[config.mk]
export PLATFORM = sky130hd
export DESIGN_NAME = i2c_write_master
export DESIGN_NICKNAME = d
export VERILOG_FILES = /design/src/rtl/i2c_pkg.sv /design/src/rtl/i2c_quarter_tick.sv /design/src/rtl/i2c_write_master.sv
export SDC_FILE = /design/constraint.sdc
export NUM_CORES = 1
export LEC_CHECK = 0
export ABC_AREA = 1
export BUFFER_PORTS_ARGS = -buffer_cell sky130_fd_sc_hd__buf_2
export CELL_PAD_IN_SITES_DETAIL_PLACEMENT = 0
export CELL_PAD_IN_SITES_GLOBAL_PLACEMENT = 1
export CORE_MARGIN = 8
export CORE_UTILIZATION = 25
export CTS_CLUSTER_DIAMETER = 60
export CTS_CLUSTER_SIZE = 16
export DETAILED_ROUTE_END_ITERATION = 6
export PLACE_DENSITY = 0.57
export REMOVE_ABC_BUFFERS = 1
export SYNTH_ARGS = -nofsm -noshare
export SYNTH_HDL_FRONTEND = slang
export SYNTH_SLANG_ARGS = --single-unit
[constraint.sdc]
create_clock -name clk -period 2.9 [get_ports clk]
set_input_delay 0.435 -clock clk [delete_from_list [all_inputs] [get_ports clk]]
set_output_delay 0.435 -clock clk [all_outputs]
set_load 0.05 [all_outputs]
[src/rtl/i2c_pkg.sv]
// -----------------------------------------------------------------------------
// i2c_pkg
// Shared definitions for the I2C write-only master:
//   - i2c_state_e : transaction state encoding
//   - Q0..Q3      : quarter-phase constants within one SCL bit period
//   - I2C_WR      : R/W bit value appended to the 7-bit device address
//   - line_drive  : maps (state, quarter, data bit) to the open-drain enables
// -----------------------------------------------------------------------------
package i2c_pkg;

    typedef enum logic [2:0] {
        ST_IDLE  = 3'd0,
        ST_START = 3'd1,
        ST_ADDR  = 3'd2,
        ST_DATA  = 3'd3,
        ST_ACK   = 3'd4,
        ST_STOP  = 3'd5
    } i2c_state_e;

    localparam logic [1:0] Q0 = 2'd0;
    localparam logic [1:0] Q1 = 2'd1;
    localparam logic [1:0] Q2 = 2'd2;
    localparam logic [1:0] Q3 = 2'd3;

    localparam logic I2C_WR = 1'b0;

    // Open-drain enables: 1 pulls the line low, 0 releases it.
    typedef struct packed {
        logic sda_oe;
        logic scl_oe;
    } i2c_lines_t;

    // Line levels for a given state and quarter. SCL is low in q0/q1 and
    // released in q2/q3 for every bit slot; START and STOP move SDA while
    // SCL is high, which is exactly what makes them START/STOP conditions.
    function automatic i2c_lines_t line_drive(input i2c_state_e st,
                                              input logic [1:0] q,
                                              input logic       bit_val);
        i2c_lines_t l;
        l.sda_oe = 1'b0;
        l.scl_oe = 1'b0;
        case (st)
            ST_IDLE: begin
                l.sda_oe = 1'b0;
                l.scl_oe = 1'b0;
            end
            ST_START: begin
                // q0/q1 released, q2 SDA falls with SCL high, q3 SCL low
                l.sda_oe = (q == Q2) || (q == Q3);
                l.scl_oe = (q == Q3);
            end
            ST_ADDR, ST_DATA: begin
                l.sda_oe = ~bit_val;
                l.scl_oe = (q == Q0) || (q == Q1);
            end
            ST_ACK: begin
                // SDA released so the slave can answer
                l.sda_oe = 1'b0;
                l.scl_oe = (q == Q0) || (q == Q1);
            end
            ST_STOP: begin
                // SDA held low until SCL is high, then released in q3
                l.sda_oe = (q != Q3);
                l.scl_oe = (q == Q0) || (q == Q1);
            end
            default: begin
                l.sda_oe = 1'b0;
                l.scl_oe = 1'b0;
            end
        endcase
        return l;
    endfunction

endpackage

[src/rtl/i2c_quarter_tick.sv]
// -----------------------------------------------------------------------------
// i2c_quarter_tick
// Divides clk by CLK_DIV to mark SCL quarter boundaries and tracks the
// 2-bit quarter phase within the current bit.
//
// Ports:
//   clk      : system clock
//   irst     : asynchronous active-high reset
//   en_i     : count while high; counter and phase are cleared while low
//   freeze_i : hold counter and phase (clock stretching by the slave)
//   qt_o     : high in the last clk cycle of a quarter (advance strobe)
//   phase_o  : current quarter phase, Q0..Q3
// -----------------------------------------------------------------------------
module i2c_quarter_tick
    import i2c_pkg::*;
#(
    parameter int unsigned CLK_DIV = 2500
) (
    input  logic       clk,
    input  logic       irst,
    input  logic       en_i,
    input  logic       freeze_i,
    output logic       qt_o,
    output logic [1:0] phase_o
);

    localparam int unsigned DIV_W = (CLK_DIV > 1) ? $clog2(CLK_DIV) : 1;
    localparam logic [DIV_W-1:0] DIV_LAST = DIV_W'(CLK_DIV - 1);

    logic [DIV_W-1:0] div_q;
    logic [DIV_W-1:0] div_d;
    logic [1:0]       phase_q;
    logic [1:0]       phase_d;

    assign qt_o    = en_i && !freeze_i && (div_q == DIV_LAST);
    assign phase_o = phase_q;

    // Next divider/phase value: clear when idle, hold when frozen, else count.
    always_comb begin
        div_d   = div_q;
        phase_d = phase_q;
        if (!en_i) begin
            div_d   = '0;
            phase_d = Q0;
        end else if (freeze_i) begin
            div_d   = div_q;
            phase_d = phase_q;
        end else if (div_q == DIV_LAST) begin
            div_d   = '0;
            phase_d = phase_q + 2'd1;
        end else begin
            div_d   = div_q + {{(DIV_W-1){1'b0}}, 1'b1};
            phase_d = phase_q;
        end
    end

    // Divider and phase registers.
    always_ff @(posedge clk or posedge irst) begin
        if (irst) begin
            div_q   <= '0;
            phase_q <= Q0;
        end else begin
            div_q   <= div_d;
            phase_q <= phase_d;
        end
    end

endmodule

[src/rtl/i2c_write_master.sv]
// -----------------------------------------------------------------------------
// i2c_write_master
// Write-only I2C master: START, {DEV_ADDR, W}, NUM_BYTES data bytes (ACK
// checked after each), STOP. A NACK aborts straight to STOP. SDA/SCL are
// driven open-drain through output enables.
//
// Optional feature macro: I2C_CLOCK_STRETCH_EN
//   defined   : while SCL is released in q2/q3, the divider freezes as long
//               as scl_i reads low (slave clock stretching)
//   undefined : scl_i is ignored, timing is purely counter driven
//
// Ports:
//   clk      : system clock, rising edge
//   irst     : asynchronous active-high reset (releases both lines at once)
//   start    : transaction request, accepted only in IDLE
//   data_in  : payload, byte [8*NUM_BYTES-1 -: 8] sent first, MSB first
//   sda_i    : SDA pad input (ACK sampling)
//   sda_oe   : 1 pulls SDA low
//   scl_i    : SCL pad input (stretch detection only)
//   scl_oe   : 1 pulls SCL low
//   busy     : transaction in progress
//   done     : one-cycle pulse in the first idle cycle after a transaction
//   nack     : last transaction aborted on a NACK
//   ack_vec  : bit k set when byte k was ACKed (bit 0 = address byte)
// -----------------------------------------------------------------------------
module i2c_write_master
    import i2c_pkg::*;
#(
    parameter int unsigned CLK_DIV   = 2500,
    parameter int unsigned NUM_BYTES = 2,
    parameter logic [6:0]  DEV_ADDR  = 7'h1A
) (
    input  logic                   clk,
    input  logic                   irst,
    input  logic                   start,
    input  logic [8*NUM_BYTES-1:0] data_in,
    input  logic                   sda_i,
    output logic                   sda_oe,
    input  logic                   scl_i,
    output logic                   scl_oe,
    output logic                   busy,
    output logic                   done,
    output logic                   nack,
    output logic [NUM_BYTES:0]     ack_vec
);

    localparam int unsigned SR_W      = 8 * (NUM_BYTES + 1);
    localparam logic [2:0]  LAST_BYTE = 3'(NUM_BYTES);
    localparam logic [2:0]  LAST_BIT  = 3'd7;

    i2c_state_e           state_q;
    i2c_state_e           state_d;
    logic [SR_W-1:0]      sreg_q;
    logic [SR_W-1:0]      sreg_d;
    logic [2:0]           bit_cnt_q;
    logic [2:0]           bit_cnt_d;
    logic [2:0]           byte_cnt_q;
    logic [2:0]           byte_cnt_d;
    logic                 busy_q;
    logic                 done_q;
    logic                 done_d;
    logic                 nack_q;
    logic                 nack_d;
    logic [NUM_BYTES:0]   ack_q;
    logic [NUM_BYTES:0]   ack_d;
    logic                 sda_oe_q;
    logic                 scl_oe_q;

    logic                 qt_s;
    logic [1:0]           phase_s;
    logic [1:0]           phase_nx_s;
    logic                 end_bit_s;
    logic                 freeze_s;
    i2c_lines_t           lines_s;

`ifdef I2C_CLOCK_STRETCH_EN
    // Only stretch while we are not pulling SCL ourselves; otherwise our own
    // low SCL (e.g. START q3) would look like a stretching slave.
    assign freeze_s = busy_q && !scl_oe_q && !scl_i &&
                      ((phase_s == Q2) || (phase_s == Q3));
`else
    logic unused_scl_s;
    assign unused_scl_s = scl_i;
    assign freeze_s     = 1'b0;
`endif

    i2c_quarter_tick #(
        .CLK_DIV (CLK_DIV)
    ) u_tick (
        .clk      (clk),
        .irst     (irst),
        .en_i     (busy_q),
        .freeze_i (freeze_s),
        .qt_o     (qt_s),
        .phase_o  (phase_s)
    );

    // Phase that will be current in the next cycle; line enables are
    // registered from next-state values so they line up with busy.
    assign phase_nx_s = qt_s ? (phase_s + 2'd1) : phase_s;
    assign end_bit_s  = qt_s && (phase_s == Q3);

    // Transaction sequencing: state, counters, shift register and status.
    always_comb begin
        state_d    = state_q;
        sreg_d     = sreg_q;
        bit_cnt_d  = bit_cnt_q;
        byte_cnt_d = byte_cnt_q;
        nack_d     = nack_q;
        ack_d      = ack_q;
        done_d     = 1'b0;
        case (state_q)
            ST_IDLE: begin
                if (start) begin
                    state_d    = ST_START;
                    sreg_d     = {DEV_ADDR, I2C_WR, data_in};
                    bit_cnt_d  = 3'd0;
                    byte_cnt_d = 3'd0;
                    nack_d     = 1'b0;
                    ack_d      = '0;
                end else begin
                    state_d = ST_IDLE;
                end
            end
            ST_START: begin
                if (end_bit_s) begin
                    state_d = ST_ADDR;
                end else begin
                    state_d = ST_START;
                end
            end
            ST_ADDR, ST_DATA: begin
                if (end_bit_s) begin
                    // MSB of the shift register is always the bit on the wire
                    sreg_d = {sreg_q[SR_W-2:0], 1'b0};
                    if (bit_cnt_q == LAST_BIT) begin
                        bit_cnt_d = 3'd0;
                        state_d   = ST_ACK;
                    end else begin
                        bit_cnt_d = bit_cnt_q + 3'd1;
                    end
                end else begin
                    state_d = state_q;
                end
            end
            ST_ACK: begin
                if (end_bit_s) begin
                    if (!sda_i) begin
                        for (int unsigned k = 0; k <= NUM_BYTES; k++) begin
                            if (byte_cnt_q == 3'(k)) begin
                                ack_d[k] = 1'b1;
                            end else begin
                                ack_d[k] = ack_q[k];
                            end
                        end
                        if (byte_cnt_q == LAST_BYTE) begin
                            state_d = ST_STOP;
                        end else begin
                            byte_cnt_d = byte_cnt_q + 3'd1;
                            state_d    = ST_DATA;
                        end
                    end else begin
                        nack_d  = 1'b1;
                        state_d = ST_STOP;
                    end
                end else begin
                    state_d = ST_ACK;
                end
            end
            ST_STOP: begin
                if (end_bit_s) begin
                    state_d = ST_IDLE;
                    done_d  = 1'b1;
                end else begin
                    state_d = ST_STOP;
                end
            end
            default: begin
                state_d = ST_IDLE;
            end
        endcase
        lines_s = line_drive(state_d, (state_d == ST_IDLE) ? Q0 : phase_nx_s,
                             sreg_d[SR_W-1]);
    end

    // State and registered outputs; async reset releases the bus at once.
    always_ff @(posedge clk or posedge irst) begin
        if (irst) begin
            state_q    <= ST_IDLE;
            sreg_q     <= '0;
            bit_cnt_q  <= 3'd0;
            byte_cnt_q <= 3'd0;
            busy_q     <= 1'b0;
            done_q     <= 1'b0;
            nack_q     <= 1'b0;
            ack_q      <= '0;
            sda_oe_q   <= 1'b0;
            scl_oe_q   <= 1'b0;
        end else begin
            state_q    <= state_d;
            sreg_q     <= sreg_d;
            bit_cnt_q  <= bit_cnt_d;
            byte_cnt_q <= byte_cnt_d;
            busy_q     <= (state_d != ST_IDLE);
            done_q     <= done_d;
            nack_q     <= nack_d;
            ack_q      <= ack_d;
            sda_oe_q   <= lines_s.sda_oe;
            scl_oe_q   <= lines_s.scl_oe;
        end
    end

    assign sda_oe  = sda_oe_q;
    assign scl_oe  = scl_oe_q;
    assign busy    = busy_q;
    assign done    = done_q;
    assign nack    = nack_q;
    assign ack_vec = ack_q;

endmodule

==> Yosys cells after proc, flatten, opt, wreduce, memory -nomap -nowiden <==
Index checks and enable logic that the tools add are counted.
{ "word_totals": {"wordCells": 107, "inputBits": 21, "reg_bits": 55, "output_inout_bits": 8} }
{ "op_classes": {"eq_ne": 29, "add_sub_neg": 4, "n_mux": 39, "n_reduce_logical": 19, "bitwise": 1} }
{ "op_table": {"columns": ["operator", "n"], "rows": [
  ["$mux 24", 2],
  ["$pmux 24 s2", 1],
  ["$mux 3", 14],
  ["$mux 12", 2],
  ["$ne 2x2->1 const B", 10],
  ["$reduce_and 5->1", 4],
  ["$pmux 3 s2", 3],
  ["$eq 3x2->1 const B", 5],
  ["$eq 3x3->1 const B", 5],
  ["$pmux 3 s5", 1],
  ["$add 12x1->12 const B", 1],
  ["$eq 12x12->1 const B", 1],
  ["$mux 2", 5],
  ["$eq 3x1->1 const B", 3],
  ["$logic_not 3->1", 3],
  ["$mux 1", 9],
  ["$pmux 2 s4", 1],
  ["$add 3x1->3 const B", 2],
  ["$eq 2x2->1 const B", 3],
  ["$reduce_and 4->1", 1],
  ["$reduce_bool 2->1", 2],
  ["$reduce_or 2->1", 2],
  ["$reduce_and 3->1", 1],
  ["$reduce_bool 3->1", 1],
  ["8 further kinds", 10]
]} }

==> Depth between registers and ports, before layout <==
{ "logic_depth": {"ltp_word": 10, "mapped_depth": 14} }

==> Hierarchy <==
From an unflattened synthesis, not the netlist that was laid out.
{ "hier_totals": {"cells_unflattened": 358, "hier_area_um2": 3070.4} }
{ "by_module_without_submodules": {"columns": ["mod", "seq_area_each_um2", "cells_per_inst", "n_inst", "area_each_um2"], "rows": [
  ["i2c_write_master", 1026.0, 225, 1, 2128.3],
  ["i2c_quarter_tick", 350.3, 133, 1, 942.2]
]} }

==> Least setup slack after synthesis <==
OpenSTA, ideal clock, no wires.
{ "synth_path": {"path_kind": "reg2reg", "start": "reg busy_q (netlist: busy)", "end": "reg scl_oe_q (netlist: scl_oe)", "path_stages_with_launch": 11, "arrival_time_ns": 1.653, "setup_slack_ns": 1.131, "n_path_buf": 1, "required_ns": 2.784, "synth_period_minus_slack_ns": 1.769, "cell_sequence": "dfrtp_1 -> buf_2 -> inv_1 -> nor3_2 -> nand3_1 -> nand2_1 -> nand2_2 -> nand3_1 -> nand3_1 -> nand2_1 -> nand2_1"} }
{ "synth_lines": {"columns": ["item", "line_no", "text"], "rows": [
  ["from (decl)", "i2c_write_master.sv:59", "logic busy_q;"],
  ["from (signal assigned)", "i2c_write_master.sv:204", "busy_q <= (state_d != ST_IDLE);"],
  ["to (signal assigned)", "i2c_write_master.sv:209", "scl_oe_q <= lines_s.scl_oe;"],
  ["to (decl)", "i2c_write_master.sv:67", "logic scl_oe_q;"]
]} }

==> results by group <==
Timing
  • Setup-failing EPs final: 0
  • Measured slew at the worst slew-check pin: 0.564 ns
  • Setup TNS: 0 ns
  • Hold Vio Cnt, Final: 0
  • Slew HR: 62.4%
  • Final period utilization: 67.0%
  • WHS: 0.140 ns
  • Tmin final: 1.94 ns
  • F_max: 0.514 GHz
  • Slew Viols, Final: 0
  • RSZ-0062 raised after global routing: false
  • Post-route clock skew: 0.0154 ns

Critical path
  • Arrival time worst endpoint: 2.14 ns
  • Slowest-stage cell, CP: dfrtp_1
  • Crit-path cells: ha_1 -> nand2_1 -> nor2_1 -> nand4_1 -> nor2_1 -> inv_1 -> nor2_1 -> buf_4 -> nand2_1 -> nand3_1 -> nand3_1
  • R2r setup slk: 0.96 ns
  • Critical Path Max Stage Delay: 0.39 ns
  • CP most frequent cell: nor2_1
  • Reg2reg start: u_tick.div_q[0]
  • Worst Path Required: 3.10 ns
  • Reg2reg path depth: 11
  • Kind of critical path: flop to flop
  • Reg-to-Reg End: sda_oe
  • Critical Path Sink Type: flop
  • Startpoint types: flop
  • Crit path to: sda_oe
  • CP Launch Point: u_tick.div_q[0]
  • CP max FO: 20

Global route
  • Number of global-route vias before repair: 2343
  • Largest net degree at the start of global routing: 31
  • GR Overflow Total: 0
  • Overall routing resource usage: 9.36%
  • Global-route wire length before repair: 11.2 mm
  • Antenna violations before repair: 0

Cells and area
  • Layout area overhead: 14.9%
  • Final instance area: 3160 um^2
  • Storage element area: 1380 um^2
  • N_diodes: 0
  • Layout cells sized above 1: 17.3%
  • Nets: 387
  • End-of-flow core utilization: 29.3%
  • Filler instances: 1155
  • Multi-input logic area: 1190 um^2

Synthesis
  • Avg Inst Size Synth: 8.44 um^2
  • Yosys top cell by area: dfrtp_1
  • Yosys cell types: 30
  • Post-Syn Area: 2750 um^2
  • #FFs+latches synth: 55
  • Synth area leaders: dfrtp_1 50%, nand2_1 12%, inv_1 4.6%
  • Area share of the largest cell type after synthesis: 50.0%
  • Cells after Synth: 326
  • Syn. warnings: 0
  • Seq/Total Area, Yosys: 50.0%

Pwr
  • Leak: 0.00156 uW
  • Power Density: 404 nW/um^2
  • Peak supply drop: 0.191 mV
  • Register share of total power: 60.2%
  • Switching Fraction: 24.8%
  • Int Pwr: 961 uW
  • Combinational share of power: 3.3%
  • NetSw: 316 uW
  • Clk pwr share: 36.6%

Routing
  • Vias: 2231
  • Initial drt markers: 125
  • Antenna viol nets, final: 0
  • WL per Instance: 12.9 um
  • Via-to-Cell Ratio: 4.47
  • Pre-Repair DR Iteration Count: 4
  • DR DRC count: 0
  • Final wirelength: 6.44 mm

Clock tree
  • Post-CTS sizing: 0
  • Htree depth: 2
  • Sink Count: 55
  • Post CTS Setup Buffer Count: 0
  • Maximum clock insertion buffer count: 2
  • Cts hold-fix bufs: 0
  • Clk slew on worst S/H paths: 0.12 ns
  • Root Driver: clkbuf_8
  • CTS buffer count: 5
  • CTS tree: yes
  • Skew-Pair Late Insertion Delay: 0.32 ns

Flow run
  • Max-Cap Viols: 0

Placement
  • Cell Area, Placed: 3070 um^2
  • DPL Wire Length: 4.69 mm
  • Final Wtd Congestion: 0.752
  • IO Port Bufs: 27

Status
  • Status: complete, no violations

Floorplan
  • Die area: 14600 um^2
  • Core ar.: 10800 um^2
  • Std-Cell Rows: 38
  • Ports: 29
  • Starting Density: 25.5%
  • Chip width: 121 um
  • Die H: 121 um

Min path
  • Hold Path Class: input port to async pin
[critical path, delay by kind of cell, from the launching register on]
family / cells / cell delay (ns)
and+or+nand+nor: 8 / 0.87
DFF: 1 / 0.39
buffers and inverters: 2 / 0.35
adders and majority gates: 1 / 0.23
[synthesized netlist by cell type, drive strengths merged]
cell,n
o21a,3
clkbuf,2
inv,39
a22oi,16
nand2,91
o41ai,1
ha,8
o2111ai,1
a21oi,12
nor2,35
nor4,1
o21ai,19
a22o,3
nand4,12
buf,5
nand3,14
xor2,1
clkinv,1
dfrtp,55
nor3,7
[power by group through the flow]
stage	registers (uW)	clock network [uW]	logic, uW
4_1_cts	769	489	44.2
3_5_place_dp	784	0	44.0
5_1_grt	769	514	48.0
2_1_floorplan	789	0	14.2
3_3_place_gp	784	0	43.7
6_report	769	468	41.6
[sequential cells by signal (all words and copies together), names as in the netlist]
register        count
busy                1
nack                1
ack_vec             3
bit_cnt_q           3
sda_oe              1
done                1
byte_cnt_q          3
u_tick.div_q       12
sreg_q             24
scl_oe              1
state_q             3
u_tick.phase_o      2
[area by class of cell]
cell class / instances / area share (%)
multi-input cells: 224 / 37.7
flip-flops and latches: 55 / 43.5
inverters: 40 / 4.75
clock buffers: 5 / 2.18
clock inverters: 3 / 0.871
repair buffers: 32 / 5.46
well taps: 140 / 5.54
[cell families after synthesis]
logic type / synth area share [%]
AOI/OAI and AO/OA: 13.0
xor gates and xnor gates: 0.318
adders and majority gates: 3.64
and+or+nand+nor: 26.4
buffers and inverters: 6.73
DFF: 50.0
[cells in the final DEF, fill, tap and decap left out, types with 3 or more instances in the layout]
cell      Yosys  routed
nand4_1       9       9
nor2_1       31      31
nand2_1      86      86
nor3_1        6       6
clkbuf_8      0       5
inv_1        34      33
ha_1          8       8
nor2_4        3       3
a22oi_1      16      16
buf_4         1       5
nand3_1      13      13
nand2_2       5       5
o21ai_0      19      19
a21oi_1      10      10
inv_2         5       6
buf_2         4      27
dfrtp_1      55      55
a22o_1        3       3
nand4_2       3       3
o21a_1        3       3
[worst min path at each step]
stage,startpoint,end,slack [ns]
3_3_place_gp,u_tick.div_q[0],u_tick.div_q[0],0.45
6_report,irst,sreg_q[13],0.14
4_1_cts,irst,sreg_q[13],0.16
5_1_grt,irst,sreg_q[13],0.18
2_1_floorplan,u_tick.div_q[0],u_tick.div_q[0],0.43
3_5_place_dp,sreg_q[23],sreg_q[23],0.45
[through the flow]
step | power [uW] | setup WS (ns) | cells
after CTS | 1300 | 0.901 | 499
after detailed placement | 828 | 0.954 | 491
after floorplan | 803 | 0.687 | 319
final | 1280 | 0.956 | 499
after global placement | 827 | 0.889 | 491
after global routing | 1330 | 0.691 | 499
[per-layer routing]
layer,vias to the layer above,share of wire [%],track usage (%),routed length (um)
li1,1139,-,-,-
met1,1060,50,12.1,3230
met2,27,46,15.1,2940
met3,5,3.2,2.37,206
met4,0,1.1,2.58,68
met5,-,0,0,0
(Power assumes the default switching activity.)
